--- src/rtl/pwm_capture.sv ---
// pwm_capture: measures period and high time of an asynchronous PWM input
// for a requested number of periods, with done and timeout reporting.
// Optional input deglitch filter is enabled by defining PWM_DEGLITCH_EN.
module pwm_capture #(
  parameter int CNT_W       = 32,
  parameter int TIMEOUT_CYC = 1000000,
  parameter int DGL_CYC     = 4
) (
  input  logic              i_clk,
  input  logic              i_rst,
  input  logic              i_en,
  input  logic [15:0]       i_times,
  input  logic              i_pwm,
  output logic              o_valid,
  output logic [CNT_W-1:0]  o_period,
  output logic [CNT_W-1:0]  o_high,
  output logic [15:0]       o_idx,
  output logic              o_done,
  output logic              o_timeout,
  output logic              o_busy
);

  localparam int              TO_W    = $clog2(TIMEOUT_CYC + 1);
  localparam logic [TO_W-1:0] TO_LAST = TO_W'(TIMEOUT_CYC - 1);
  localparam logic [CNT_W-1:0] CNT_MAX = '1;
  localparam logic [CNT_W-1:0] CNT_ONE = CNT_W'(1);

`ifdef PWM_DEGLITCH_EN
  localparam bit DGL_ON = 1'b1;
`else
  localparam bit DGL_ON = 1'b0;
`endif

  typedef enum logic [1:0] {IDLE, ARM, MEAS} state_t;

  logic s1, s2, s3, lvl;
  logic rise_q, fall_q;
  logic en_q1, en_q2;
  logic start;

  state_t            state, state_n;
  logic [CNT_W-1:0]  pcnt, pcnt_n;
  logic [CNT_W-1:0]  hcnt, hcnt_n;
  logic              high_ph, high_ph_n;
  logic [15:0]       tcnt, tcnt_n;
  logic [15:0]       times_q, times_n;
  logic [TO_W-1:0]   tocnt, tocnt_n;
  logic              valid_n, done_n, tmo_n, busy_n;
  logic [CNT_W-1:0]  period_n, high_out_n;
  logic [15:0]       idx_n;

  // Counters stick at all-ones instead of wrapping so long periods stay visible
  function automatic logic [CNT_W-1:0] sat_inc(input logic [CNT_W-1:0] v);
    return (v == CNT_MAX) ? v : v + 1'b1;
  endfunction

  // Two-flop synchronizer bringing the asynchronous PWM into the clock domain
  always_ff @(posedge i_clk) begin
    if (i_rst) begin
      s1 <= 1'b0;
      s2 <= 1'b0;
    end else begin
      s1 <= i_pwm;
      s2 <= s1;
    end
  end

  generate
    if (DGL_ON && DGL_CYC > 0) begin : g_dgl
      localparam int            DW     = $clog2(DGL_CYC + 1);
      localparam logic [DW-1:0] D_LAST = DW'(DGL_CYC - 1);
      logic          filt;
      logic [DW-1:0] dcnt;

      // Filtered level flips only after DGL_CYC consecutive samples disagree with it
      always_ff @(posedge i_clk) begin
        if (i_rst) begin
          filt <= 1'b0;
          dcnt <= '0;
        end else if (s2 == filt) begin
          dcnt <= '0;
        end else if (dcnt == D_LAST) begin
          filt <= s2;
          dcnt <= '0;
        end else begin
          dcnt <= dcnt + 1'b1;
        end
      end

      assign lvl = filt;
    end else begin : g_nodgl
      assign lvl = s2;
    end
  endgenerate

  // Edge detect on the clean level, registered so the FSM sees one-cycle edge pulses
  always_ff @(posedge i_clk) begin
    if (i_rst) begin
      s3     <= 1'b0;
      rise_q <= 1'b0;
      fall_q <= 1'b0;
      en_q1  <= 1'b0;
      en_q2  <= 1'b0;
    end else begin
      s3     <= lvl;
      rise_q <= lvl & ~s3;
      fall_q <= ~lvl & s3;
      en_q1  <= i_en;
      en_q2  <= en_q1;
    end
  end

  assign start = en_q1 & ~en_q2;

  // State, measurement counters and registered outputs
  always_ff @(posedge i_clk) begin
    if (i_rst) begin
      state     <= IDLE;
      pcnt      <= '0;
      hcnt      <= '0;
      high_ph   <= 1'b0;
      tcnt      <= '0;
      times_q   <= '0;
      tocnt     <= '0;
      o_valid   <= 1'b0;
      o_period  <= '0;
      o_high    <= '0;
      o_idx     <= '0;
      o_done    <= 1'b0;
      o_timeout <= 1'b0;
      o_busy    <= 1'b0;
    end else begin
      state     <= state_n;
      pcnt      <= pcnt_n;
      hcnt      <= hcnt_n;
      high_ph   <= high_ph_n;
      tcnt      <= tcnt_n;
      times_q   <= times_n;
      tocnt     <= tocnt_n;
      o_valid   <= valid_n;
      o_period  <= period_n;
      o_high    <= high_out_n;
      o_idx     <= idx_n;
      o_done    <= done_n;
      o_timeout <= tmo_n;
      o_busy    <= busy_n;
    end
  end

  // Next-state logic: arm on start, skip the partial first period, report on each closing rise
  always_comb begin
    state_n    = state;
    pcnt_n     = pcnt;
    hcnt_n     = hcnt;
    high_ph_n  = high_ph;
    tcnt_n     = tcnt;
    times_n    = times_q;
    tocnt_n    = tocnt;
    valid_n    = 1'b0;
    done_n     = 1'b0;
    tmo_n      = 1'b0;
    period_n   = o_period;
    high_out_n = o_high;
    idx_n      = o_idx;

    case (state)
      IDLE: begin
        if (start) begin
          state_n = ARM;
          times_n = (i_times == 16'd0) ? 16'd1 : i_times;
          tcnt_n  = '0;
          tocnt_n = '0;
        end
      end

      ARM: begin
        if (rise_q) begin
          state_n   = MEAS;
          pcnt_n    = CNT_ONE;
          hcnt_n    = CNT_ONE;
          high_ph_n = 1'b1;
          tocnt_n   = '0;
        end else if (fall_q) begin
          tocnt_n = '0;
        end else if (tocnt == TO_LAST) begin
          tmo_n   = 1'b1;
          state_n = IDLE;
        end else begin
          tocnt_n = tocnt + 1'b1;
        end
      end

      MEAS: begin
        if (rise_q) begin
          valid_n    = 1'b1;
          period_n   = pcnt;
          high_out_n = hcnt;
          idx_n      = tcnt;
          tocnt_n    = '0;
          if (tcnt == times_q - 16'd1) begin
            done_n  = 1'b1;
            state_n = IDLE;
          end else begin
            tcnt_n    = tcnt + 16'd1;
            pcnt_n    = CNT_ONE;
            hcnt_n    = CNT_ONE;
            high_ph_n = 1'b1;
          end
        end else begin
          pcnt_n = sat_inc(pcnt);
          if (fall_q) begin
            high_ph_n = 1'b0;
            tocnt_n   = '0;
          end else begin
            if (high_ph) begin
              hcnt_n = sat_inc(hcnt);
            end
            if (tocnt == TO_LAST) begin
              tmo_n   = 1'b1;
              state_n = IDLE;
            end else begin
              tocnt_n = tocnt + 1'b1;
            end
          end
        end
      end

      default: begin
        state_n = IDLE;
      end
    endcase

    busy_n = (state_n != IDLE) | done_n | tmo_n;
  end

endmodule

--- config.mk ---
export PLATFORM = sky130hd
export DESIGN_NAME = pwm_capture
export DESIGN_NICKNAME = d
export VERILOG_FILES = /design/src/rtl/pwm_capture.sv
export SDC_FILE = /design/constraint.sdc
export NUM_CORES = 1
export LEC_CHECK = 0
export BUFFER_PORTS_ARGS = -buffer_cell sky130_fd_sc_hd__buf_2
export CORE_ASPECT_RATIO = 1.5
export CORE_MARGIN = 10
export CORE_UTILIZATION = 35
export CTS_CLUSTER_SIZE = 28
export DETAILED_ROUTE_END_ITERATION = 16
export GPL_ROUTABILITY_DRIVEN = 0
export SLEW_MARGIN = 0
export SYNTH_ARGS = -nofsm -noshare
export SYNTH_HDL_FRONTEND = slang
export SYNTH_SLANG_ARGS = --single-unit
--- constraint.sdc ---
create_clock -name i_clk -period 4.1 [get_ports i_clk]
set_input_delay 0.615 -clock i_clk [delete_from_list [all_inputs] [get_ports i_clk]]
set_output_delay 0.615 -clock i_clk [all_outputs]
set_load 0.005 [all_outputs]
Word-level counts from Yosys, hierarchy flattened
Cells that the tools add are included.
{ "op_classes": {"addsub": 5, "bitwise_logic": 9, "reduce_logical": 15, "eq_ne": 17, "n_mux": 40} }
{ "ops": {"columns": ["op", "count"], "rows": [
  ["two-way mux 32 bit", 8],
  ["one-hot mux 32 bit (2 select lines)", 2],
  ["two-way mux 20 bit", 4],
  ["adder 32 x 1 -> 32 bit, second input constant", 2],
  ["== test 32 bit, second input constant", 2],
  ["two-way mux 16 bit", 4],
  ["one-hot mux 20 bit (2 select lines)", 1],
  ["one-hot mux 16 bit (2 select lines)", 1],
  ["adder 20 x 1 -> 20 bit, second input constant", 1],
  ["== test 20 bit, second input constant", 1],
  ["!= test 3 bit, second input constant", 6],
  ["adder 16 x 1 -> 16 bit, second input constant", 1],
  ["== test 16 bit", 1],
  ["logical NOT 16 bit", 1],
  ["subtractor 16 x 1 -> 16 bit, second input constant", 1],
  ["two-way mux 1 bit", 12],
  ["two-way mux 2 bit", 6],
  ["AND reduction 4 bit", 3],
  ["!= test 2 bit, second input constant", 4],
  ["nonzero test 2 bit", 4],
  ["one-hot mux 2 bit (3 select lines)", 1],
  ["AND reduction 6 bit", 1],
  ["!= test 4 bit, second input constant", 1],
  ["NOT 1 bit", 4],
  ["other kinds (9)", 14]
]} }
{ "totals": {"elab_cells": 107, "out_inout_bits": 84, "register_bits": 210} }

Logic depth before layout (Yosys ltp)
Gate-level depths: netlist of the first run.
{ "depth": {"word_depth": 8, "depth_mapped": 14, "depth_no_buf": 10} }

Worst setup path before layout of the first run
No wires, ideal clock.
{ "synth_timing": {"kind": "register -> register", "startpoint": "register times_q[0]", "endpoint": "register hcnt[23]", "stages_incl_launch_ff": 14, "setup_slack_ps": 1184, "path_buffers": 3, "t_arrival_ps": 2846, "period_less_slack_ps": 2916, "setup_ps": 70, "cell_sequence": "dfxtp_1 inv_1 ha_1 or3b_4 nor3_4 xnor2_1 a32o_1 and4b_1 buf_6 and2_4 buf_6 buf_6 or4_1 a21oi_1"} }
{ "synth_between": {"elab_chain_cells": 4} }
{ "synth_rtl": {"columns": ["element", "line_no", "source"], "rows": [
  ["start, declared", "46", "logic [15:0] times_q, times_n;"],
  ["start signal, assigned", "138", "times_q <= times_n;"],
  ["subtractor 16 x 1 -> 16 bit", "200", "if (tcnt == times_q - 16'd1) begin"],
  ["== test 16 bit", "200", null],
  ["!= test 3 bit (no source line)", null, null],
  ["AND reduction 6 bit (no source line)", null, null],
  ["end signal, assigned", "135", "hcnt <= hcnt_n;"],
  ["end, declared", "43", "logic [CNT_W-1:0] hcnt, hcnt_n;"]
]} }
No other way between the ends.
A chain may end at the register's enable or synchronous reset.

Worst setup path in the final report of the first run
{ "layout_timing": {"startpoint": "register times_q[0]", "endpoint": "register hcnt[17]"} }
Same word-level chain as after synthesis.

==> results.txt, run 1 <==
Layout Cells excl Fill: 1664
Yosys cell types: 63
Post-CTS setup buffer count: 0
Via count: 9069
Worst stage delay on the critical path: 0.66 ns
Place WS: 0.507 ns
Worst Setup End Kind: register
DP HPWL: 19.2 mm
Fill cells: 2849
CP Buf/Inv Count: 2
Measured slew at the worst slew-check pin: 1.18 ns
Setup-failing EPs final: 0
Setup WS post-layout: 0.442 ns
Synth Area in Simple Gates: 0.293
All-layer global routing usage: 0.153
Most frequent cells in the layout: nand2_1 (254), dfxtp_1 (210), a21oi_1 (174), buf_2 (102), nor2_1 (70)
Num CTS Buffers: 22
Predominant post-synthesis flop cell: dfxtp_1
Top Family by Delay on Critical Path: simple AND/OR/NAND/NOR gates
Core ar.: 27800 sq um
Top cell type's share of synthesized area: 0.429
Max-slew violation count: 0
Worst skew pair latency: 0.52 ns
Sequential share of the synthesized area: 0.429
Register bit total from synthesis: 210
Yosys warns: 0
Die area: 35200 sq um
Pwr Density: 396 nW/um^2
Root Driver: clkbuf_16
Final Skew: 0.0174 ns
Nets: 1333
Worst hold slack: 0.334 ns
DP Area: 10500 sq um
Post-synthesis cell count: 1242
Largest net degree at the start of global routing: 83
TritonCTS clock tree: done
Number of buffers added to fix hold violations after cts: 0
Tmin final: 3.66 ns
Slowest CP cell: and4b_1
Post-CTS sizing: 0
Die height: 225 um
IO Pins: 104
WL/cell: 16.6 um
Bufs on Longest Clock Path: 3
Mapped Nets: 1271
Avg Cell Area, Syn: 7.89 sq um
Num rows: 75
Worst relative slew slack: 0.206
Largest family of logic cells by synthesized area: simple AND/OR/NAND/NOR gates
Worst IR Drop VDD: 0.231 mV
Vias in the first global route: 8551
CP required: 4.45 ns
Synth Area in Adders: 0.0115
Final period util: 0.892
Port-buffer cells: 103
Clock-pin slew on the worst setup and hold paths: 0.06 ns
Mapped Area: 9800 sq um
Layout cells sized above 1: 0.139
First drt pass iteration count: 5
Worst Hold Class: in2reg
Area grow syn2layout: 15.0%
Final hold violation count: 0
Setup_tns: 0 ns
Synth async-reset ratio: 0
Startpoint types: register
Xor and xnor fraction of the mapped netlist area: 0.0357
Fmax: 273 MHz
Number of synthesized flops with an enable pin: 0
Congestion Overflow GR: 0
ANT cells: 0
Clock sinks: 210
Synth area leaders: dfxtp_1 (43%), nand2_1 (9.8%), a21oi_1 (8.9%)
Critical Path AT: 4.01 ns
Max Fanout on Critical Path: 60
Most common cell after layout, fill and taps aside: nand2_1
Initial antenna violation count: 0
Crit path cell chain: inv_1, ha_1, nor3b_1, nand3_1, xor2_1, o21ai_0, and4b_1, and2_4, buf_12, or4_1, a21oi_1
Critical path class: reg2reg
Max_cap viols: 0
Finished Cell Area: 11300 sq um
Synth area leader: dfxtp_1
Mux cell area share after synthesis: 0.00306
DR iter-0 viols: 436
ANT nets after route: 0
Global-route wire length before repair: 44.6 mm
H-Tree Depth: 1
Placed Cells incl. Taps: 1626
Initial Util: 0.353
Post-synthesis compound-gate area fraction: 0.179
Chip width: 157 um
Routed vias/inst: 5.45
Drt drc: 0
RSZ-0062 raised after global routing: no
Leak: 3.91 nW
Status: complete, no violations
WL final: 27.7 mm
worst register-to-register path: cells and delay by family (launching register included):
family          cells  cell delay (ns)
simple gates        5             2.03
buf+inv             2             0.38
fa+ha+maj           1             0.27
compound gates      2             0.28
flops               1             0.37
xor+xnor            1             0.18
Yosys cell counts, types with 18 or more instances:
| master | instances |
|---|---|
| nand2_1 | 255 |
| dfxtp_1 | 210 |
| a21oi_1 | 174 |
| nor2_1 | 70 |
| clkbuf_1 | 59 |
| nand3_1 | 46 |
| or3_1 | 37 |
| o21ai_0 | 35 |
| o31ai_1 | 32 |
| nand4_1 | 31 |
| or4_1 | 30 |
| nor3_1 | 21 |
| xnor2_1 | 21 |
| xor2_1 | 19 |
| and3_1 | 18 |
layout make-up:
cell class                      count  area (sq um)  area share
Clock inverter                     10           131      0.0117
Timing Repair Buffer              123           681      0.0604
Sequential cell                   210          4200       0.373
Clock buffer                       28           624      0.0554
Multi-Input combinational cell    930          5140       0.456
Tap cell                          346           433      0.0384
Inverter                           17          63.8     0.00566
through the flow:
| step | power [mW] | utilization |
|---|---|---|
| floorplan | 2.32 | - |
| global placement | 2.39 | 0.379 |
| detailed placement | 2.39 | 0.379 |
| CTS | 4.52 | 0.406 |
| global route | 4.63 | 0.406 |
| finish | 4.46 | 0.406 |
sequential cells by signal (all words and copies together), names as in the netlist, 2 cells and up:
register  flops
o_high       32
pcnt         32
o_idx        16
state         2
tocnt        20
o_period     32
tcnt         16
hcnt         32
times_q      16
cell families (layout without fill, tap and decap cells):
family                     Yosys count  count (layout)
and+or+nand+nor                    579             579
AOI/OAI and AO/OA                  299             299
DFF                                210             210
buffers and inverters              102             178
xor gates and xnor gates            40              40
adders and majority gates            9               9
muxes                                3               3
where the power goes:
part	internal (mW)	switching [mW]
clock network	1.27	0.847
registers	2.05	0.0211
logic	0.0933	0.178
worst paths after layout:
| path | cells after the start | slack [ns] | startpoint | to |
|---|---|---|---|---|
| setup / recovery | 11 | 0.44 | times_q[0] | hcnt[17] |
| hold / removal | 2 | 0.33 | i_pwm | s1 |
| setup reg to reg | 11 | 0.44 | times_q[0] | hcnt[17] |
| hold reg to reg | 1 | 0.41 | s3 | rise_q |
per-layer routing:
metal | part of all wire | vias to the layer above | GRT usage | wire (um)
met3 | 0.051 | 52 | 0.0266 | 1410
met4 | 0.028 | 0 | 0.0583 | 776
met1 | 0.41 | 4255 | 0.176 | 11300
met5 | 0 | - | 0 | 0
met2 | 0.51 | 216 | 0.274 | 14200
li1 | - | 4546 | - | -
Power figures use the tool's default switching activity.
==> inputs of run 2 (changes only) <==
--- a/config.mk
+++ b/config.mk
@@ -6,12 +6,15 @@
 export NUM_CORES = 1
 export LEC_CHECK = 0
 export BUFFER_PORTS_ARGS = -buffer_cell sky130_fd_sc_hd__buf_2
+export CELL_PAD_IN_SITES_DETAIL_PLACEMENT = 1
+export CELL_PAD_IN_SITES_GLOBAL_PLACEMENT = 2
 export CORE_ASPECT_RATIO = 1.5
 export CORE_MARGIN = 10
 export CORE_UTILIZATION = 35
 export CTS_CLUSTER_SIZE = 28
 export DETAILED_ROUTE_END_ITERATION = 16
 export GPL_ROUTABILITY_DRIVEN = 0
+export PLACE_DENSITY = 0.87
 export SLEW_MARGIN = 0
 export SYNTH_ARGS = -nofsm -noshare
 export SYNTH_HDL_FRONTEND = slang
==> run 2 against run 1 <==
Cell count did not move. Sequential power about the same. Register-to-register slack better by 0.09 ns. Design area decreased by 0.12%. Routed wire length up 8.6%. Sequential share of layout area barely moved. Largest cell class unchanged.
==> results.txt, run 2 (synthesis gave the netlist of run 1 again) <==
Max_cap viols: 0 (unchanged)
P_int: 3.42 mW (was 3.41 mW)
ANT nets after route: 0 (unchanged)
Die area: 35200 sq um (unchanged)
Worst relative slew slack: 0.258 (was 0.206)
Critical Path AT: 3.93 ns (was 4.01 ns)
Fin util: 0.405 (was 0.406)
R2r setup slk: 0.53 ns (was 0.44 ns)
Root Driver: clkbuf_16 (unchanged)
Leak: 3.91 nW (about the same)
Worst skew pair latency: 0.53 ns (was 0.52 ns)
DR iter-0 viols: 302 (was 436)
Tmin final: 3.57 ns (was 3.66 ns)
Clock sinks: 210 (unchanged)
Status: complete, no violations (unchanged)
Layout cells sized above 1: 0.136 (was 0.139)
Via count: 9170 (was 9069)
Routed vias/inst: 5.51 (was 5.45)
WL/cell: 18.0 um (was 16.6 um)
Worst Hold Class: in2reg (unchanged)
Most frequent cells in the layout: nand2_1 (254), dfxtp_1 (210), a21oi_1 (174), buf_2 (102), nor2_1 (70) (unchanged)
Setup_tns: 0 ns (unchanged)
Final hold violation count: 0 (unchanged)
WL final: 30.0 mm (was 27.7 mm)
Initial Util: 0.353 (unchanged)
Global-route wire length before repair: 49.4 mm (was 44.6 mm)
Max Fanout on Critical Path: 51 (was 60)
Setup-failing EPs final: 0 (unchanged)
Largest net degree at the start of global routing: 84 (was 83)
Measured slew at the worst slew-check pin: 1.11 ns (was 1.18 ns)
Port-buffer cells: 103 (unchanged)
Num rows: 75 (unchanged)
RSZ-0062 raised after global routing: no (unchanged)
Post-CTS sizing: 0 (unchanged)
All-layer global routing usage: 0.169 (was 0.153)
Sequential share of power: 0.464 (was 0.465)
Area of the multi-input gates: 5140 sq um (unchanged)
Number of buffers added to fix hold violations after cts: 0 (unchanged)
Drt drc: 0 (unchanged)
TritonCTS clock tree: done (unchanged)
Area grow syn2layout: 14.9% (was 15.0%)
H-Tree Depth: 1 (unchanged)
Final period util: 0.870 (was 0.892)
Worst IR Drop VDD: 0.266 mV (was 0.231 mV)
Core ar.: 27800 sq um (unchanged)
Clock-pin slew on the worst setup and hold paths: 0.06 ns (about the same)
Clock power share: 0.473 (was 0.474)
Switching portion of total power: 0.237 (was 0.235)
Initial antenna violation count: 0 (unchanged)
Fill cells: 3400 (was 2849)
Place WS: 0.554 ns (was 0.507 ns)
Max-slew violation count: 0 (unchanged)
Final Skew: 0.0106 ns (was 0.0174 ns)
Chip width: 157 um (unchanged)
Combinational share of power: 0.063 (was 0.061)
Nets: 1332 (was 1333)
Vias in the first global route: 9603 (was 8551)
DP HPWL: 21.1 mm (was 19.2 mm)
Critical path class: reg2reg (unchanged)
IO Pins: 104 (unchanged)
Total area of sequential cells: 4200 sq um (unchanged)
ANT cells: 0 (unchanged)
Congestion Overflow GR: 0 (unchanged)
Most common cell after layout, fill and taps aside: nand2_1 (unchanged)
Net switching power: 1.06 mW (was 1.05 mW)
First drt pass iteration count: 4 (was 5)
Finished Cell Area: 11300 sq um (about the same)
Startpoint types: register (unchanged)
Fmax: 280 MHz (was 273 MHz)
DP Area: 10500 sq um (about the same)
Pwr Density: 398 nW/um^2 (was 396 nW/um^2)
Worst Setup End Kind: register (unchanged)
Bufs on Longest Clock Path: 3 (unchanged)
Die height: 225 um (unchanged)
Post-CTS setup buffer count: 0 (unchanged)
CP required: 4.46 ns (was 4.45 ns)
Num CTS Buffers: 22 (unchanged)
Setup WS post-layout: 0.533 ns (was 0.442 ns)
-- run 2: power by group through the flow --
stage	combinational [mW]	clock (mW)	sequential, mW
2_1_floorplan	0.211	0	2.11
3_3_place_gp	0.274	0	2.12
3_5_place_dp	0.282	0	2.12
4_1_cts	0.283	2.18	2.08
5_1_grt	0.313	2.25	2.08
6_report	0.282	2.12	2.08
-- run 2: critical path: stages (launching register included) --
cell     delay, ns
dfxtp_1       0.37
inv_1         0.08
ha_1          0.31
nor3b_1       0.51
nand3_1       0.16
xor2_1        0.18
o21ai_0       0.23
and4b_1       0.51
and2_4        0.53
buf_12        0.27
or4_1         0.15
a21oi_1       0.06
-- run 2: per-layer routing --
metal  share of wire  routed length (um)  track usage
met1            0.42               12600        0.189
met2            0.51               15300        0.305
met3           0.036                1070       0.0273
met4           0.035                1050       0.0733
met5               0                   0            0
-- run 2: area by class of cell --
class                      count  share of cell area
clock buffer                  32              0.0568
clock inverter                 7             0.00978
timing repair buffer         122              0.0598
inverter                      17             0.00567
multi-input combinational    930               0.456
tap                          346              0.0384
sequential                   210               0.373
-- run 2: path summary, 6_finish.rpt --
kind                            startpoint      end  depth (start not counted)
worst min-delay path                  i_en    en_q1                          2
worst min register to register          s3   rise_q                          1
worst max-delay path            times_q[0]  hcnt[9]                         11
worst max register to register  times_q[0]  hcnt[9]                         11
-- run 2: metrics by stage --
step           cells  hold slack, ns  power, mW
2_1_floorplan   1242           0.383       2.32
3_3_place_gp    1625           0.396       2.40
3_5_place_dp    1625           0.406       2.40
4_1_cts         1664           0.287       4.54
5_1_grt         1664           0.302       4.64
6_report        1664           0.306       4.48
